File: config.mk
export PLATFORM = sky130hd
export DESIGN_NAME = pixel_writer
export DESIGN_NICKNAME = d
export VERILOG_FILES = /design/src/rtl/fractal_pkg.sv /design/src/rtl/pixel_fifo.sv /design/src/rtl/pixel_writer.sv
export SDC_FILE = /design/constraint.sdc
export NUM_CORES = 1
export LEC_CHECK = 0
export ABC_AREA = 1
export BUFFER_PORTS_ARGS = -buffer_cell sky130_fd_sc_hd__buf_2
export CORE_MARGIN = 10
export CORE_UTILIZATION = 39
export DETAILED_ROUTE_END_ITERATION = 7
export PLACE_DENSITY = 0.58
export SLEW_MARGIN = 25
export SYNTH_ARGS = -nofsm -noshare
export SYNTH_HDL_FRONTEND = slang
export SYNTH_SLANG_ARGS = --single-unit
export TNS_END_PERCENT = 50
File: constraint.sdc
create_clock -name clk -period 2.65 [get_ports clk]
set_clock_uncertainty 0.2 [all_clocks]
set_input_delay 0 -clock clk [delete_from_list [all_inputs] [get_ports clk]]
set_output_delay 0 -clock clk [all_outputs]
set_load 0.02 [all_outputs]
File: src/rtl/fractal_pkg.sv
// Shared constants, payload type, state encoding and pixel helpers for the
// fractal renderer's framebuffer write path.
package fractal_pkg;

  localparam int unsigned SCREEN_W   = 160;
  localparam int unsigned SCREEN_H   = 120;
  localparam int unsigned FB_WORDS   = 19200;

  localparam int unsigned X_W        = 8;
  localparam int unsigned Y_W        = 7;
  localparam int unsigned ITER_W     = 8;
  localparam int unsigned ADDR_W     = 15;
  localparam int unsigned COL_W      = 3;
  localparam int unsigned DROP_W     = 8;

  localparam int unsigned FIFO_DEPTH = 4;
  localparam int unsigned PTR_W      = 2;
  localparam int unsigned CNT_W      = 3;

  // One queued framebuffer write (18 bits)
  typedef struct packed {
    logic [ADDR_W-1:0] addr;
    logic [COL_W-1:0]  colour;
  } pixel_t;

  localparam int unsigned FIFO_W = $bits(pixel_t);

  typedef enum logic [1:0] {
    RUN        = 2'd0,
    CLEAR      = 2'd1,
    CLEAR_WAIT = 2'd2
  } wr_state_t;

  // y*160 + x built from two shifts; fits in 15 bits for on-screen pixels
  function automatic logic [ADDR_W-1:0] pixel_addr(input logic [X_W-1:0] x,
                                                   input logic [Y_W-1:0] y);
    return (ADDR_W'(y) << 7) + (ADDR_W'(y) << 5) + ADDR_W'(x);
  endfunction

  // Points inside the set are black; a low-bit value of zero maps to white
  function automatic logic [COL_W-1:0] pixel_colour(input logic [ITER_W-1:0] iter,
                                                    input logic [ITER_W-1:0] max_iter);
    if (iter >= max_iter)
      return '0;
    else if (iter[COL_W-1:0] == '0)
      return '1;
    else
      return iter[COL_W-1:0];
  endfunction

endpackage

File: src/rtl/pixel_fifo.sv
// pixel_fifo: 4-entry first-word-fall-through queue of pixel writes.
//   clk, rst     clock, async active-low reset
//   push, din    write strobe and payload (accepted when not full, or when
//                full with a simultaneous pop)
//   pop          remove head (ignored when empty)
//   head_c       current head entry (combinational read of storage)
//   full, empty  registered status flags
//   count        registered occupancy 0..4
module pixel_fifo
  import fractal_pkg::*;
(
  input  logic             clk,
  input  logic             rst,
  input  logic             push,
  input  pixel_t           din,
  input  logic             pop,
  output pixel_t           head_c,
  output logic             full,
  output logic             empty,
  output logic [CNT_W-1:0] count
);

  pixel_t           mem [FIFO_DEPTH];
  logic [PTR_W-1:0] wr_ptr;
  logic [PTR_W-1:0] rd_ptr;
  logic             do_push;
  logic             do_pop;
  logic [CNT_W-1:0] count_nx;

  // A pop frees the slot being written when full, so both may proceed
  assign do_pop   = pop && !empty;
  assign do_push  = push && (!full || do_pop);
  assign count_nx = count + CNT_W'(do_push) - CNT_W'(do_pop);
  assign head_c   = mem[rd_ptr];

  // Storage, pointers and flags
  always_ff @(posedge clk or negedge rst) begin
    if (!rst) begin
      wr_ptr <= '0;
      rd_ptr <= '0;
      count  <= '0;
      full   <= 1'b0;
      empty  <= 1'b1;
      for (int unsigned i = 0; i < FIFO_DEPTH; i++) mem[i] <= '0;
    end else begin
      if (do_push) begin
        mem[wr_ptr] <= din;
        wr_ptr      <= wr_ptr + PTR_W'(1);
      end
      if (do_pop) rd_ptr <= rd_ptr + PTR_W'(1);
      count <= count_nx;
      full  <= (count_nx == CNT_W'(FIFO_DEPTH));
      empty <= (count_nx == '0);
    end
  end

endmodule

File: src/rtl/pixel_writer.sv
// pixel_writer: queues pixel plots from the fractal controller and drives
// them into the framebuffer over a wr_en/wr_ready handshake; can also blank
// the whole frame.
//   clk, rst             clock, async active-low reset
//   plot, x_in, y_in     pixel request and coordinates
//   iter_in, max_iter    escape count and limit (colour selection)
//   clear                request to blank the frame
//   stall                backpressure (queue nearly full or clearing)
//   wr_en, wr_addr,
//   wr_colour, wr_ready  framebuffer write handshake
//   overflow             sticky: a plot was lost to a full queue
//   dropped              saturating count of rejected plots
//   idle                 nothing queued, nothing pending, running
module pixel_writer
  import fractal_pkg::*;
(
  input  logic              clk,
  input  logic              rst,
  input  logic              plot,
  input  logic [X_W-1:0]    x_in,
  input  logic [Y_W-1:0]    y_in,
  input  logic [ITER_W-1:0] iter_in,
  input  logic [ITER_W-1:0] max_iter,
  input  logic              clear,
  output logic              stall,
  output logic              wr_en,
  output logic [ADDR_W-1:0] wr_addr,
  output logic [COL_W-1:0]  wr_colour,
  input  logic              wr_ready,
  output logic              overflow,
  output logic [DROP_W-1:0] dropped,
  output logic              idle
);

  localparam logic [ADDR_W-1:0] LAST_ADDR = ADDR_W'(FB_WORDS - 1);

  wr_state_t         state;
  wr_state_t         state_nx;
  logic              clear_req;
  logic              clear_req_nx;
  logic              wr_en_nx;
  logic [ADDR_W-1:0] wr_addr_nx;
  logic [COL_W-1:0]  wr_colour_nx;
  logic              stall_nx;
  logic              idle_nx;
  logic              overflow_nx;
  logic [DROP_W-1:0] dropped_nx;

  logic              in_range_c;
  logic              push_c;
  logic              pop_c;
  logic              full_drop_c;
  pixel_t            push_data_c;
  logic [CNT_W-1:0]  count_nx_c;

  pixel_t            head_c;
  logic              fifo_full;
  logic              fifo_empty;
  logic [CNT_W-1:0]  fifo_count;

  // The queue entry stays resident until the framebuffer accepts it, so the
  // pending write is part of the occupancy that drives stall and overflow.
  pixel_fifo u_fifo (
    .clk    (clk),
    .rst    (rst),
    .push   (push_c),
    .din    (push_data_c),
    .pop    (pop_c),
    .head_c (head_c),
    .full   (fifo_full),
    .empty  (fifo_empty),
    .count  (fifo_count)
  );

  // Push/pop qualification and payload formation
  always_comb begin
    in_range_c         = (x_in < X_W'(SCREEN_W)) && (y_in < Y_W'(SCREEN_H));
    pop_c              = (state == RUN) && wr_en && wr_ready;
    push_c             = plot && in_range_c && (!fifo_full || pop_c);
    full_drop_c        = plot && in_range_c && fifo_full && !pop_c;
    push_data_c        = '0;
    push_data_c.addr   = pixel_addr(x_in, y_in);
    push_data_c.colour = pixel_colour(iter_in, max_iter);
    count_nx_c         = fifo_count + CNT_W'(push_c) - CNT_W'(pop_c);
  end

  // Next-state and output-register logic
  always_comb begin
    state_nx     = state;
    clear_req_nx = clear_req;
    wr_en_nx     = wr_en;
    wr_addr_nx   = wr_addr;
    wr_colour_nx = wr_colour;

    unique case (state)
      RUN: begin
        if (wr_en && wr_ready) wr_en_nx = 1'b0;
        if (!wr_en && (clear || clear_req)) begin
          // First blanking write is presented on the transition edge
          state_nx     = CLEAR;
          clear_req_nx = 1'b0;
          wr_en_nx     = 1'b1;
          wr_addr_nx   = '0;
          wr_colour_nx = '0;
        end else begin
          if (clear) clear_req_nx = 1'b1;
          if (!wr_en && !fifo_empty) begin
            wr_en_nx     = 1'b1;
            wr_addr_nx   = head_c.addr;
            wr_colour_nx = head_c.colour;
          end
        end
      end
      CLEAR: begin
        // Back-to-back blanking writes; wr_addr doubles as the sweep counter
        if (wr_en && wr_ready) begin
          if (wr_addr == LAST_ADDR) begin
            wr_en_nx = 1'b0;
            state_nx = CLEAR_WAIT;
          end else begin
            wr_addr_nx = wr_addr + ADDR_W'(1);
          end
        end
      end
      CLEAR_WAIT: begin
        state_nx = RUN;
        if (clear) clear_req_nx = 1'b1;
      end
      default: begin
        state_nx = RUN;
        wr_en_nx = 1'b0;
      end
    endcase

    overflow_nx = overflow || full_drop_c;
    dropped_nx  = dropped;
    if (plot && (!in_range_c || full_drop_c) && (dropped != '1))
      dropped_nx = dropped + DROP_W'(1);

    stall_nx = (count_nx_c >= CNT_W'(3)) || (state_nx == CLEAR);
    idle_nx  = (count_nx_c == '0) && !wr_en_nx && (state_nx == RUN);
  end

  // State and output registers
  always_ff @(posedge clk or negedge rst) begin
    if (!rst) begin
      state     <= RUN;
      clear_req <= 1'b0;
      wr_en     <= 1'b0;
      wr_addr   <= '0;
      wr_colour <= '0;
      overflow  <= 1'b0;
      dropped   <= '0;
      stall     <= 1'b0;
      idle      <= 1'b1;
    end else begin
      state     <= state_nx;
      clear_req <= clear_req_nx;
      wr_en     <= wr_en_nx;
      wr_addr   <= wr_addr_nx;
      wr_colour <= wr_colour_nx;
      overflow  <= overflow_nx;
      dropped   <= dropped_nx;
      stall     <= stall_nx;
      idle      <= idle_nx;
    end
  end

endmodule

Word-level counts from Yosys, hierarchy flattened
Index checks and enable logic that the tools add are counted.

Flip-flop bits (word level): 114. Input port bits: 36. Word-level logic and storage cells: 117.

Equality and inequality tests: 9. Mux-type cells: 28. Bitwise logic cells: 2. Reduce and logical (&&, ||, !) cells: 39. Add/sub/neg operators: 10. Magnitude comparators: 7.

Operator list (number): $bwmux 72 (1); $mux 15 (4); $mux 18 (3); $bmux 18 s2 (1); $demux 18 s2 (1); $pmux 15 s2 (1); $logic_and 1x1->1 (17); $add 14x12->15 (1); $add 15x1->15 const B (1); $add 15x8->15 (1); $eq 15x15->1 const B (1); $mux 3 (4); $logic_not 3->1 (3); $add 8x1->8 const B (1); $ge 8x8->1 (1); $lt 8x8->1 const B (1); $ne 8x8->1 const B (1); $lt 7x7->1 const B (1); $mux 1 (7); $add 3x1->3 (2); $ge 3x3->1 const B (2); $logic_not 1->1 (6); $logic_or 1x1->1 (6); $mux 2 (3); 17 further kinds (25).

Depth between registers and ports, before layout
Gate-level depths: netlist of run 1.

Word-level depth: 10. Depth in mapped cells: 14.

Modules after synthesis
Synthesis of run 1 repeated with hierarchy kept, for this count alone.

Cell total of the unflattened synthesis: 872. Area total of the unflattened synthesis: 6981.7 µm².

By module, submodules not included: pixel_fifo (area each 4140.2 µm², sequential area each 2028.2 µm², times used 1, cells an instance 489); pixel_writer (area each 2841.5 µm², sequential area each 827.0 µm², times used 1, cells an instance 383).

Worst setup path after synthesis of run 1
No wires, ideal clock.

Path kind: register to register. From: reg wr_en. To: reg u_fifo.full. Arrival: 1.988 ns. Path slack: 0.374 ns. Setup time: 0.088 ns. Path buffers: 0. Period minus slack after synthesis: 2.276 ns. Stages on the path, launching flop included: 11. Required time: 2.362 ns. Path through: dfrtp_1 -> nand2_2 -> nor2_4 -> nand2_4 -> inv_1 -> ha_1 -> inv_1 -> ha_1 -> fa_1 -> xnor2_1 -> nor3b_1.

Longest elaborated chain between the ends: 8.

RTL lines: start, declared (line pixel_writer.sv:26) `output logic wr_en,`; start signal, assigned (line pixel_writer.sv:159) `wr_en <= wr_en_nx;`; $logic_and 1x1->1 (*) (2 in a row) (line pixel_writer.sv:78) `pop_c = (state == RUN) && wr_en && wr_ready;`; $logic_and 1x1->1 (*) (line pixel_fifo.sv:31) `assign do_pop = pop && !empty;`; net u_fifo.do_pop (line pixel_fifo.sv:27) `logic do_pop;`; $logic_or 1x1->1 (line pixel_fifo.sv:32) `assign do_push = push && (!full || do_pop);`; $logic_and 1x1->1 (line pixel_fifo.sv:32); $add 3x1->3 (line pixel_fifo.sv:33) `assign count_nx = count + CNT_W'(do_push) - CNT_W'(do_pop);`; $sub 3x1->3 (*) (line pixel_fifo.sv:33); net u_fifo.count_nx[2] (line pixel_fifo.sv:28) `logic [CNT_W-1:0] count_nx;`; $eq 3x3->1 (*) (line pixel_fifo.sv:52) `full <= (count_nx == CNT_W'(FIFO_DEPTH));`; end signal, assigned (line pixel_fifo.sv:52); end, declared (line pixel_fifo.sv:18) `output logic full,`.

Mark *: on every way through the listed nets, which the timed path passes. The rest lies on a longest branch. A chain may end at the register's enable or synchronous reset.

Worst setup path in the final report of run 1
From: in y_in[0]. To: reg u_fifo.mem[31] (netlist name).

Longest elaborated chain between the ends: 5.

RTL lines: start, declared (line pixel_writer.sv:21) `input logic [Y_W-1:0] y_in,`; parallel branches: the longest is 5 deep, another holds $add 14x12->15; end signal, assigned by index (line pixel_fifo.sv:47) `mem[wr_ptr] <= din;`; end, declared (line pixel_fifo.sv:23) `pixel_t mem [FIFO_DEPTH];`.

Several ways; the timed one is not identified.

==> results of run 1 <==
## Yosys cell counts (all sizes together), types with 2 or more instances
cell	count
nand2	310
dfrtp	112
inv	104
o21ai	95
nor2	42
nand3	33
a21oi	32
ha	31
buf	20
nand4	12
xor2	8
clkbuf	7
o211ai	6
xnor2	6
fa	4
o21bai	4
o22ai	4
a32o	3
nand3b	3
nor3	3
a22oi	2
dfstp	2
## state kept, by name, summed over array words and instances, names as in the netlist, 2 cells and up
signal         count
wr_addr           15
u_fifo.count       3
state              2
dropped            8
u_fifo.rd_ptr      2
u_fifo.mem        72
u_fifo.wr_ptr      2
wr_colour          3
## power by group through the flow
stage	sequential (uW)	clock, uW	combinational, uW
5_1_grt	3070	2580	3760
2_1_floorplan	3050	0	2190
6_report	2970	2450	3270
4_1_cts	2960	2490	3320
3_3_place_gp	2960	0	3230
3_5_place_dp	2980	0	3270
## through the flow
step                utilization  setup slack [ps]
floorplan                     -               374
global placement          0.431               355
detailed placement        0.431               232
CTS                       0.481               197
global route              0.481              15.4
finish                    0.481               192
## final timing paths
| path | from | end | slack [ps] | depth (start not counted) |
|---|---|---|---|---|
| hold reg to reg | u_fifo.mem[57] | u_fifo.mem[57] | 270 | 2 |
| hold / removal | x_in[7] | overflow | 10 | 6 |
| setup reg to reg | state[0] | u_fifo.full | 260 | 11 |
| max in group asynchronous | rst | idle | 1280 | 4 |
| min in group asynchronous | rst | u_fifo.full | 360 | 3 |
| setup / recovery | y_in[0] | u_fifo.mem[31] | 190 | 9 |
## worst max-delay path, stage by stage
cell and delay (ps):
dlygate4sd3_1 530, buf_2 130, inv_1 60, fa_1 470, fa_1 470, o21ai_0 410
xor2_1 350, nand2_1 90, o21ai_0 80
## cells in the final DEF, fill, tap and decap left out, types with 6 or more instances in the layout
cell / instances
o21ai_0: 82
a21oi_1: 30
dfrtp_1: 112
nand4_1: 12
nand2_1: 305
nand3_1: 33
inv_1: 98
buf_2: 64
o211ai_1: 6
o21ai_2: 7
ha_1: 31
xor2_1: 8
inv_2: 6
buf_4: 18
o21ai_1: 6
xnor2_1: 6
dlygate4sd3_1: 18
nor2_1: 35
clkbuf_16: 17
## what timing repair did
action / 4_1_cts / 5_1_grt
endpoints found under the setup margin: 0 / 0
hold buffers: 19 / 0
resized for setup: 0 / 0
hold endpoints to repair: 181 / 0
## area by class of cell
type	count	area [um2]	share of cell area
Clock inverter	10	155	0.0194
Tap cell	220	275	0.0345
Multi-Input combinational cell	603	3160	0.397
Sequential cell	114	2860	0.358
Clock buffer	21	480	0.0602
Inverter	105	394	0.0494
Timing Repair Buffer	101	656	0.0822
## kinds of logic (layout without fill, tap and decap cells)
| group | Yosys count | after routing |
|---|---|---|
| AND/OR/NAND/NOR | 405 | 405 |
| AO/OA/AOI/OAI | 149 | 149 |
| buffers and inverters | 132 | 237 |
| flip-flops | 114 | 114 |
| adder cells (fa/ha/maj) | 35 | 35 |
| XOR/XNOR | 14 | 14 |
## layer usage
| metal | track usage | up-vias | routed length, um |
|---|---|---|---|
| li1 | - | 2895 | - |
| met1 | 0.207 | 2703 | 8020 |
| met2 | 0.254 | 116 | 7870 |
| met3 | 0.0386 | 21 | 808 |
| met4 | 0.0437 | 0 | 268 |
| met5 | 0 | - | 0 |
==> metrics.cfg, run 1 <==
[global_route]
grt_max_degree=46
grt_overflow_total=0
antenna_found_initial=0
gr-usage-all-layers=0.158
grt_pass1_vias=5712
grt_pass1_wl_um=28500

[place]
place_area_um2=7140
dp_hpwl_um=12100
dpl.cell_count=1124
portBuffers=65
place.gp.congestion=0.885

[yosys]
synthXorXnorAreaFrac=0.0186
yosys-mux-area-fraction=0
synth-edff-count=0
synth_top_family_by_area=simple AND/OR/NAND/NOR gates
ys_warn_count=0
synth-main-ff-cell=dfrtp_1
yosys-top-cells-area=dfrtp_1, nand2_1, o21ai_0
seq_area_frac_synth=0.433
ys_types=41
synth_compound_area_frac=0.127
syn_nets=920
synth_fa_ha_area_frac=0.0710
synth-async-reset-ratio=1.00
syn_inst=849
synth.avg_cell_area_um2=7.77
yosys.area_share.simple=0.263
synth.top_cell.area_share=0.425
synth_seq_cells=114
syn-cell-area_um2=6600
synth_top_cell_by_area=dfrtp_1

[timing]
hold_violations=0
finalSetupViolations=0
maxSlewViolCount=0
worst_slew_pin_slew_ps=637
rsz0062_at_grt=false
fmax_mhz=407
relSlewSlack=0.573
period_share=0.927
hold_slack_ps=9.51
tns_ps=0
period_minus_slack_ps=2460

[floorplanning]
coreArea_um2=16600
fp-row-count=47
dieHeight_um=150
die_width_um=150
io_pins=66
initial_core_util=0.398
dieArea_um2=22500

[cts]
htreeDepth=4
cts_sinks=114
cts_setup_buffers=0
clockRootBuffer=clkbuf_16
cts_inserted_buffers=17
clock_latency_ps=410
clk_pin_slew_worst_paths_ps=50
cts_tree=yes
clockBufferDepth=2

[critical_path]
crit_fanout=4
required_ps=2780
crit_type=in2reg
cp-end-kind=flop
cp.arrival_ps=2590
startpoint_type=input pin

[route]
drc=0
drt-initial-drc-count=285
post_drt_wl_per_cell_um=14.5
wl_um=17000
avgViaCountPerCell=4.89
ant_nets=0
via_count=5735
dr.pass1.iters=5

[power]
p_per_area_nw_per_um2=1090
intPower_uw=5290
total_power_uw=8690
comb_power_share=0.377
swShare=0.391
power_frac_clock=0.282
seq_power_share=0.342
switching_power_uw=3400
ir_drop_mv=0.600
leakage_uw=0.00415

[cells_and_area]
layout.nets=1013
instances_no_fill=1174
diodes=0
fin_area_um2=7980
synthToLayoutAreaGrowth_pct=21.0
drive_gt1_frac=0.150
fill_cells=1680

[status]
outcome=completed

[run]
cap_violations=0

[worst_hold_path]
hold_class=in2reg

Power figures use the tool's default switching activity.
==> run 2: changes to the inputs <==
- CORE_UTILIZATION: 39 -> 60
- PLACE_DENSITY: 0.58 -> 0.82
- SETUP_SLACK_MARGIN: unset -> 0.5
==> metrics.cfg, run 2 (synthesized netlist as in run 1, its figures left out) <==
[status]
outcome=completed  ; unchanged

[timing]
hold_slack_ps=41.2  ; was 9.51 ps
hold_violations=0  ; unchanged
period_minus_slack_ps=2270  ; was 2460 ps
tns_ps=0  ; unchanged
worst_slew_pin_slew_ps=629  ; was 637 ps
finalSetupViolations=0  ; unchanged
maxSlewViolCount=0  ; unchanged
period_share=0.858  ; was 0.927
relSlewSlack=0.581  ; was 0.573
fmax_mhz=440  ; was 407 MHz
rsz0062_at_grt=true  ; was false

[cts]
cts_tree=yes  ; unchanged
htreeDepth=4  ; unchanged
cts_sinks=114  ; unchanged
clockRootBuffer=clkbuf_8  ; was clkbuf_16
clk_pin_slew_worst_paths_ps=60  ; was 50 ps
clock_latency_ps=520  ; was 410 ps
clockBufferDepth=2  ; unchanged
cts_inserted_buffers=17  ; unchanged

[worst_hold_path]
hold_class=in2reg  ; unchanged
holdPathStages=7  ; was 6

[global_route]
grt_pass1_wl_um=28200  ; was 28500 um
grt_max_degree=68  ; was 46
antenna_found_initial=0  ; unchanged
grt_overflow_total=0  ; unchanged
grt_pass1_vias=5846  ; was 5712
gr-usage-all-layers=0.215  ; was 0.158

[power]
intPower_uw=5030  ; was 5290 uW
switching_power_uw=3560  ; was 3400 uW
power_frac_clock=0.235  ; was 0.282
comb_power_share=0.419  ; was 0.377
ir_drop_mv=0.568  ; was 0.600 mV
total_power_uw=8590  ; was 8690 uW
p_per_area_nw_per_um2=1070  ; was 1090 nW/um2
swShare=0.414  ; was 0.391
leakage_uw=0.00416  ; was 0.00415 uW
seq_power_share=0.346  ; was 0.342

[route]
avgViaCountPerCell=5.57  ; was 4.89
ant_nets=0  ; unchanged
drc=0  ; unchanged
drt-initial-drc-count=723  ; was 285
wl_um=17500  ; was 17000 um
dr.pass1.iters=8  ; was 5
via_count=6191  ; was 5735
post_drt_wl_per_cell_um=15.8  ; was 14.5 um

[place]
place.gp.congestion=0.861  ; was 0.885
place_area_um2=7060  ; was 7140 um2
dp_hpwl_um=10900  ; was 12100 um
portBuffers=65  ; unchanged

[critical_path]
cp_num_buf_inv=4  ; was 3
cp.arrival_ps=2510  ; was 2590 ps
slowest_stage=dfrtp_1  ; was dlygate4sd3_1
cp.depth=12  ; was 9
slowest_delay_ps=400  ; was 530 ps
ff2ff_path_depth=12  ; was 11
crit_type=reg2reg  ; was in2reg
cp-end-kind=flop  ; unchanged
crit_fanout=4  ; unchanged
required_ps=2890  ; was 2780 ps
startpoint_type=flop  ; was input pin
path_cells=inv_2, nand2_4, nor2_4, buf_6, nand2_8, inv_4, ha_4, inv_2, ha_4, fa_2, xnor2_2, nor3b_2  ; was dlygate4sd3_1, buf_2, inv_1, fa_1, fa_1, o21ai_0, xor2_1, nand2_1, o21ai_0
path_delay_family=adder cells  ; unchanged

[cells_and_area]
largest-register=u_fifo.mem  ; unchanged
drive_gt1_frac=0.170  ; was 0.150
synthToLayoutAreaGrowth_pct=21.9  ; was 21.0%
largest_reg_flops=72  ; unchanged
final_common_cell=nand2_1  ; unchanged
diodes=0  ; unchanged
fin_area_um2=8040  ; was 7980 um2
reg_top3=u_fifo.mem (72), wr_addr (15), dropped (8)  ; unchanged
layout_common_cells=nand2_1, dfrtp_1, inv_1, o21ai_0, buf_2  ; unchanged
layout.nets=1030  ; was 1013
postLayoutCoreUtil=0.745  ; was 0.481

[floorplanning]
dieArea_um2=15600  ; was 22500 um2
coreArea_um2=10800  ; was 16600 um2
initial_core_util=0.611  ; was 0.398
die_width_um=125  ; was 150 um
dieHeight_um=125  ; was 150 um
fp-row-count=38  ; was 47
io_pins=66  ; unchanged

[run]
cap_violations=0  ; unchanged

==> run 2: cell count changes in the layout (fill, tap and decap cells not counted), sizes merged <==
cell,before,now
clkinv,5,4
buf,83,87
dlygate4sd3,18,31
bufinv,4,0
clkbuf,21,28
inv,104,103
==> run 2: layout make-up <==
| cell class | count | area, um2 |
|---|---|---|
| repair buffers | 118 | 820 |
| inverters | 105 | 403 |
| fillers | 758 | 2760 |
| clock buffers | 28 | 505 |
| clock inverters | 4 | 22.5 |
| flip-flops and latches | 114 | 2860 |
| multi-input cells | 603 | 3250 |
| well taps | 140 | 175 |
==> run 2: what timing repair did <==
item                                   CTS  global route
setup endpoints to repair                5            37
pin swaps                                5            12
buffers inserted                         4             7
hold buffers                            31             0
resized for setup                        4            17
endpoints found under the hold margin  190             0
==> run 2: power by group through the flow <==
| stage | Sequential, uW | Combinational [uW] | Clock [uW] |
|---|---|---|---|
| 2_1_floorplan | 3050 | 2250 | 0 |
| 3_3_place_gp | 2940 | 3140 | 0 |
| 3_5_place_dp | 2970 | 3230 | 0 |
| 4_1_cts | 2940 | 3400 | 2030 |
| 5_1_grt | 3050 | 4000 | 2100 |
| 6_report | 2970 | 3600 | 2020 |
==> run 2: final timing paths <==
path                             endpoint  slack (ps)           start
setup / recovery              u_fifo.full         380        state[0]
hold / removal             u_fifo.mem[15]          40         y_in[4]
setup reg to reg              u_fifo.full         380        state[0]
hold reg to reg            u_fifo.mem[27]         270  u_fifo.mem[27]
max in group asynchronous    u_fifo.empty        1060             rst
min in group asynchronous  u_fifo.mem[70]         380             rst
==> run 2: tightest hold or removal path: cells and delay by family <==
family                     cells  cell delay (ps)
adders and majority gates      2              320
buffers and inverters          1              100
and+or+nand+nor                4              300
==> run 2: metal layers <==
layer  track usage  vias up  wire length [um]
li1              -     2937                 -
met1         0.279     2931              7630
met2         0.343      278              8200
met3        0.0434       45              1300
met4        0.0840        0               423
met5             0        -                 0
==> run 2: through the flow <==
step                setup WS, ps  instances
finish                       376       1112
global placement             395       1038
global route                 299       1112
floorplan                    503        849
CTS                          481       1105
detailed placement           338       1038
==> run 3: changes to the inputs <==
- BUFFER_PORTS_ARGS: -buffer_cell sky130_fd_sc_hd__buf_2 -> -buffer_cell sky130_fd_sc_hd__clkbuf_2
- PLACE_DENSITY: 0.82 -> unset
- PLACE_DENSITY_LB_ADDON: unset -> 0.15
==> metrics.cfg, run 3 (synthesized netlist as in run 1, its figures left out) <==
[place]
pre_cts_slack_ps=329  ; was 338 ps
portBuffers=65  ; unchanged
dp_hpwl_um=11500  ; was 10900 um
place.gp.congestion=0.911  ; was 0.861

[worst_hold_path]
hold_class=in2reg  ; unchanged
holdPathStages=6  ; was 7
hold_end=u_fifo.mem[13]  ; was u_fifo.mem[15]
hold_path_startpoint=y_in[2]  ; was y_in[4]

[cells_and_area]
synthToLayoutAreaGrowth_pct=22.7  ; was 21.9%
layout.nets=1028  ; was 1030
drive_gt1_frac=0.177  ; was 0.170
final_common_cell=nand2_1  ; unchanged
largest_reg_flops=72  ; unchanged
layout_common_cells=nand2_1, dfrtp_1, inv_1, o21ai_0, clkbuf_2  ; was nand2_1, dfrtp_1, inv_1, o21ai_0, buf_2
largest-register=u_fifo.mem  ; unchanged
reg_top3=u_fifo.mem (72), wr_addr (15), dropped (8)  ; unchanged
postLayoutCoreUtil=0.750  ; was 0.745
fill_cells=773  ; was 758
diodes=0  ; unchanged

[critical_path]
worstReg2RegEnd=idle  ; was u_fifo.full
path_cells=inv_2, nand2_4, nor2_4, ha_4, inv_1, ha_2, fa_2, nand2_1, nand2_1, nor3_2, nand3b_1, nor2_1  ; was inv_2, nand2_4, nor2_4, buf_6, nand2_8, inv_4, ha_4, inv_2, ha_4, fa_2, xnor2_2, nor3b_2
cp-end-kind=flop  ; unchanged
r2r_start=state[0]  ; unchanged
crit_top_cell=nand2_1
cp.arrival_ps=2520  ; was 2510 ps
regToRegSetupSlack_ps=400  ; was 380 ps
slowest_stage=dfrtp_1  ; unchanged
ff2ff_path_depth=12  ; unchanged
crit_type=reg2reg  ; unchanged
required_ps=2920  ; was 2890 ps
crit_fanout=3  ; was 4
startpoint_type=flop  ; unchanged
slowest_delay_ps=400  ; about the same

[global_route]
antenna_found_initial=0  ; unchanged
grt_pass1_wl_um=28900  ; was 28200 um
grt_max_degree=57  ; was 68
gr-usage-all-layers=0.223  ; was 0.215
grt_pass1_vias=5980  ; was 5846
grt_overflow_total=0  ; unchanged

[timing]
finalSetupViolations=0  ; unchanged
period_minus_slack_ps=2250  ; was 2270 ps
relSlewSlack=0.521  ; was 0.581
maxSlewViolCount=0  ; unchanged
rsz0062_at_grt=true  ; unchanged
worst_slew_pin_slew_ps=717  ; was 629 ps
hold_slack_ps=55.1  ; was 41.2 ps
tns_ps=0  ; unchanged
fmax_mhz=445  ; was 440 MHz
hold_violations=0  ; unchanged
period_share=0.848  ; was 0.858
setup_ws_ps=403  ; was 376 ps

[route]
drc=0  ; unchanged
post_drt_wl_per_cell_um=15.9  ; was 15.8 um
drt-initial-drc-count=710  ; was 723
ant_nets=0  ; unchanged
avgViaCountPerCell=5.53  ; was 5.57
via_count=6137  ; was 6191
wl_um=17600  ; was 17500 um
dr.pass1.iters=5  ; was 8

[power]
ir_drop_mv=0.796  ; was 0.568 mV
p_per_area_nw_per_um2=1100  ; was 1070 nW/um2
leakage_uw=0.00420  ; was 0.00416 uW

[floorplanning]
io_pins=66  ; unchanged
initial_core_util=0.611  ; unchanged
die_width_um=125  ; unchanged
dieArea_um2=15600  ; unchanged
dieHeight_um=125  ; unchanged
coreArea_um2=10800  ; unchanged
fp-row-count=38  ; unchanged

[cts]
clock_latency_ps=540  ; was 520 ps
clockRootBuffer=clkbuf_8  ; unchanged
clk_pin_slew_worst_paths_ps=60  ; about the same
cts_sinks=114  ; unchanged
clockBufferDepth=2  ; unchanged
cts_tree=yes  ; unchanged
htreeDepth=4  ; unchanged
cts_inserted_buffers=17  ; unchanged

[status]
outcome=completed  ; unchanged

[run]
cap_violations=0  ; unchanged

[run 3: cell types whose count changed in the layout (fill, tap and decap cells not counted), moves of 2 or more]
cell / previous run / this run
buf_2: 64 / 0
clkbuf_1: 6 / 1
clkinv_2: 3 / 5
nand2_1: 301 / 303
buf_4: 21 / 24
nand2_2: 4 / 1
inv_2: 10 / 12
inv_4: 2 / 0
nand2_4: 3 / 5
bufinv_16: 0 / 3
clkbuf_2: 0 / 64
dlygate4sd3_1: 31 / 26
[run 3: metrics by stage]
step / power (uW) / instance area, um2 / std cells
2_1_floorplan: 5300 / 6640 / 849
3_3_place_gp: 6140 / 7070 / 1040
3_5_place_dp: 6280 / 7070 / 1040
4_1_cts: 8750 / 8010 / 1104
5_1_grt: 9520 / 8090 / 1110
6_report: 8890 / 8090 / 1110
[run 3: power breakdown]
group          switching (uW)  internal, uW  leakage (uW)  total, uW
registers                 488          2490       0.00143       2980
clock network             811          1520      0.000297       2330
logic                    2290          1290       0.00247       3580
[run 3: timing repair]
item	4_1_cts	5_1_grt
resized for setup	6	11
endpoints found under the hold margin	198	0
buffers inserted	5	6
hold buffers	27	0
pin swaps	5	3
setup endpoints to repair	5	32
[run 3: routing by layer]
metal / up-vias / share of wire / GRT usage
li1: 2926 / - / -
met1: 2888 / 0.41 / 0.267
met2: 273 / 0.49 / 0.369
met3: 50 / 0.063 / 0.0519
met4: 0 / 0.040 / 0.111
met5: - / 0 / 0
[run 3: worst max path at each step]
stage | start | end | slack [ps] | cells after the start
after detailed placement | x_in[7] | u_fifo.mem[69] | 330 | 10
after global routing | state[1] | idle | 270 | 12
after CTS | state[0] | idle | 440 | 10
after global placement | x_in[7] | u_fifo.mem[69] | 410 | 10
final | state[0] | idle | 400 | 12
after floorplan | wr_en | idle | 500 | 11
[run 3: area by class of cell]
| class | count | area (um2) | area share |
|---|---|---|---|
| Tap cell | 140 | 175 | 0.0216 |
| Multi-Input combinational cell | 603 | 3260 | 0.403 |
| Sequential cell | 114 | 2860 | 0.353 |
| Inverter | 105 | 394 | 0.0487 |
| Clock buffer | 22 | 473 | 0.0584 |
| Clock inverter | 10 | 130 | 0.0161 |
| Timing Repair Buffer | 116 | 801 | 0.0989 |
[run 3: worst max-delay path: cells and delay by family (launching register included)]
| family | cells | cell delay (ps) |
|---|---|---|
| buffers and inverters | 2 | 120 |
| adders and majority gates | 3 | 660 |
| DFF | 1 | 400 |
| and+or+nand+nor | 7 | 810 |
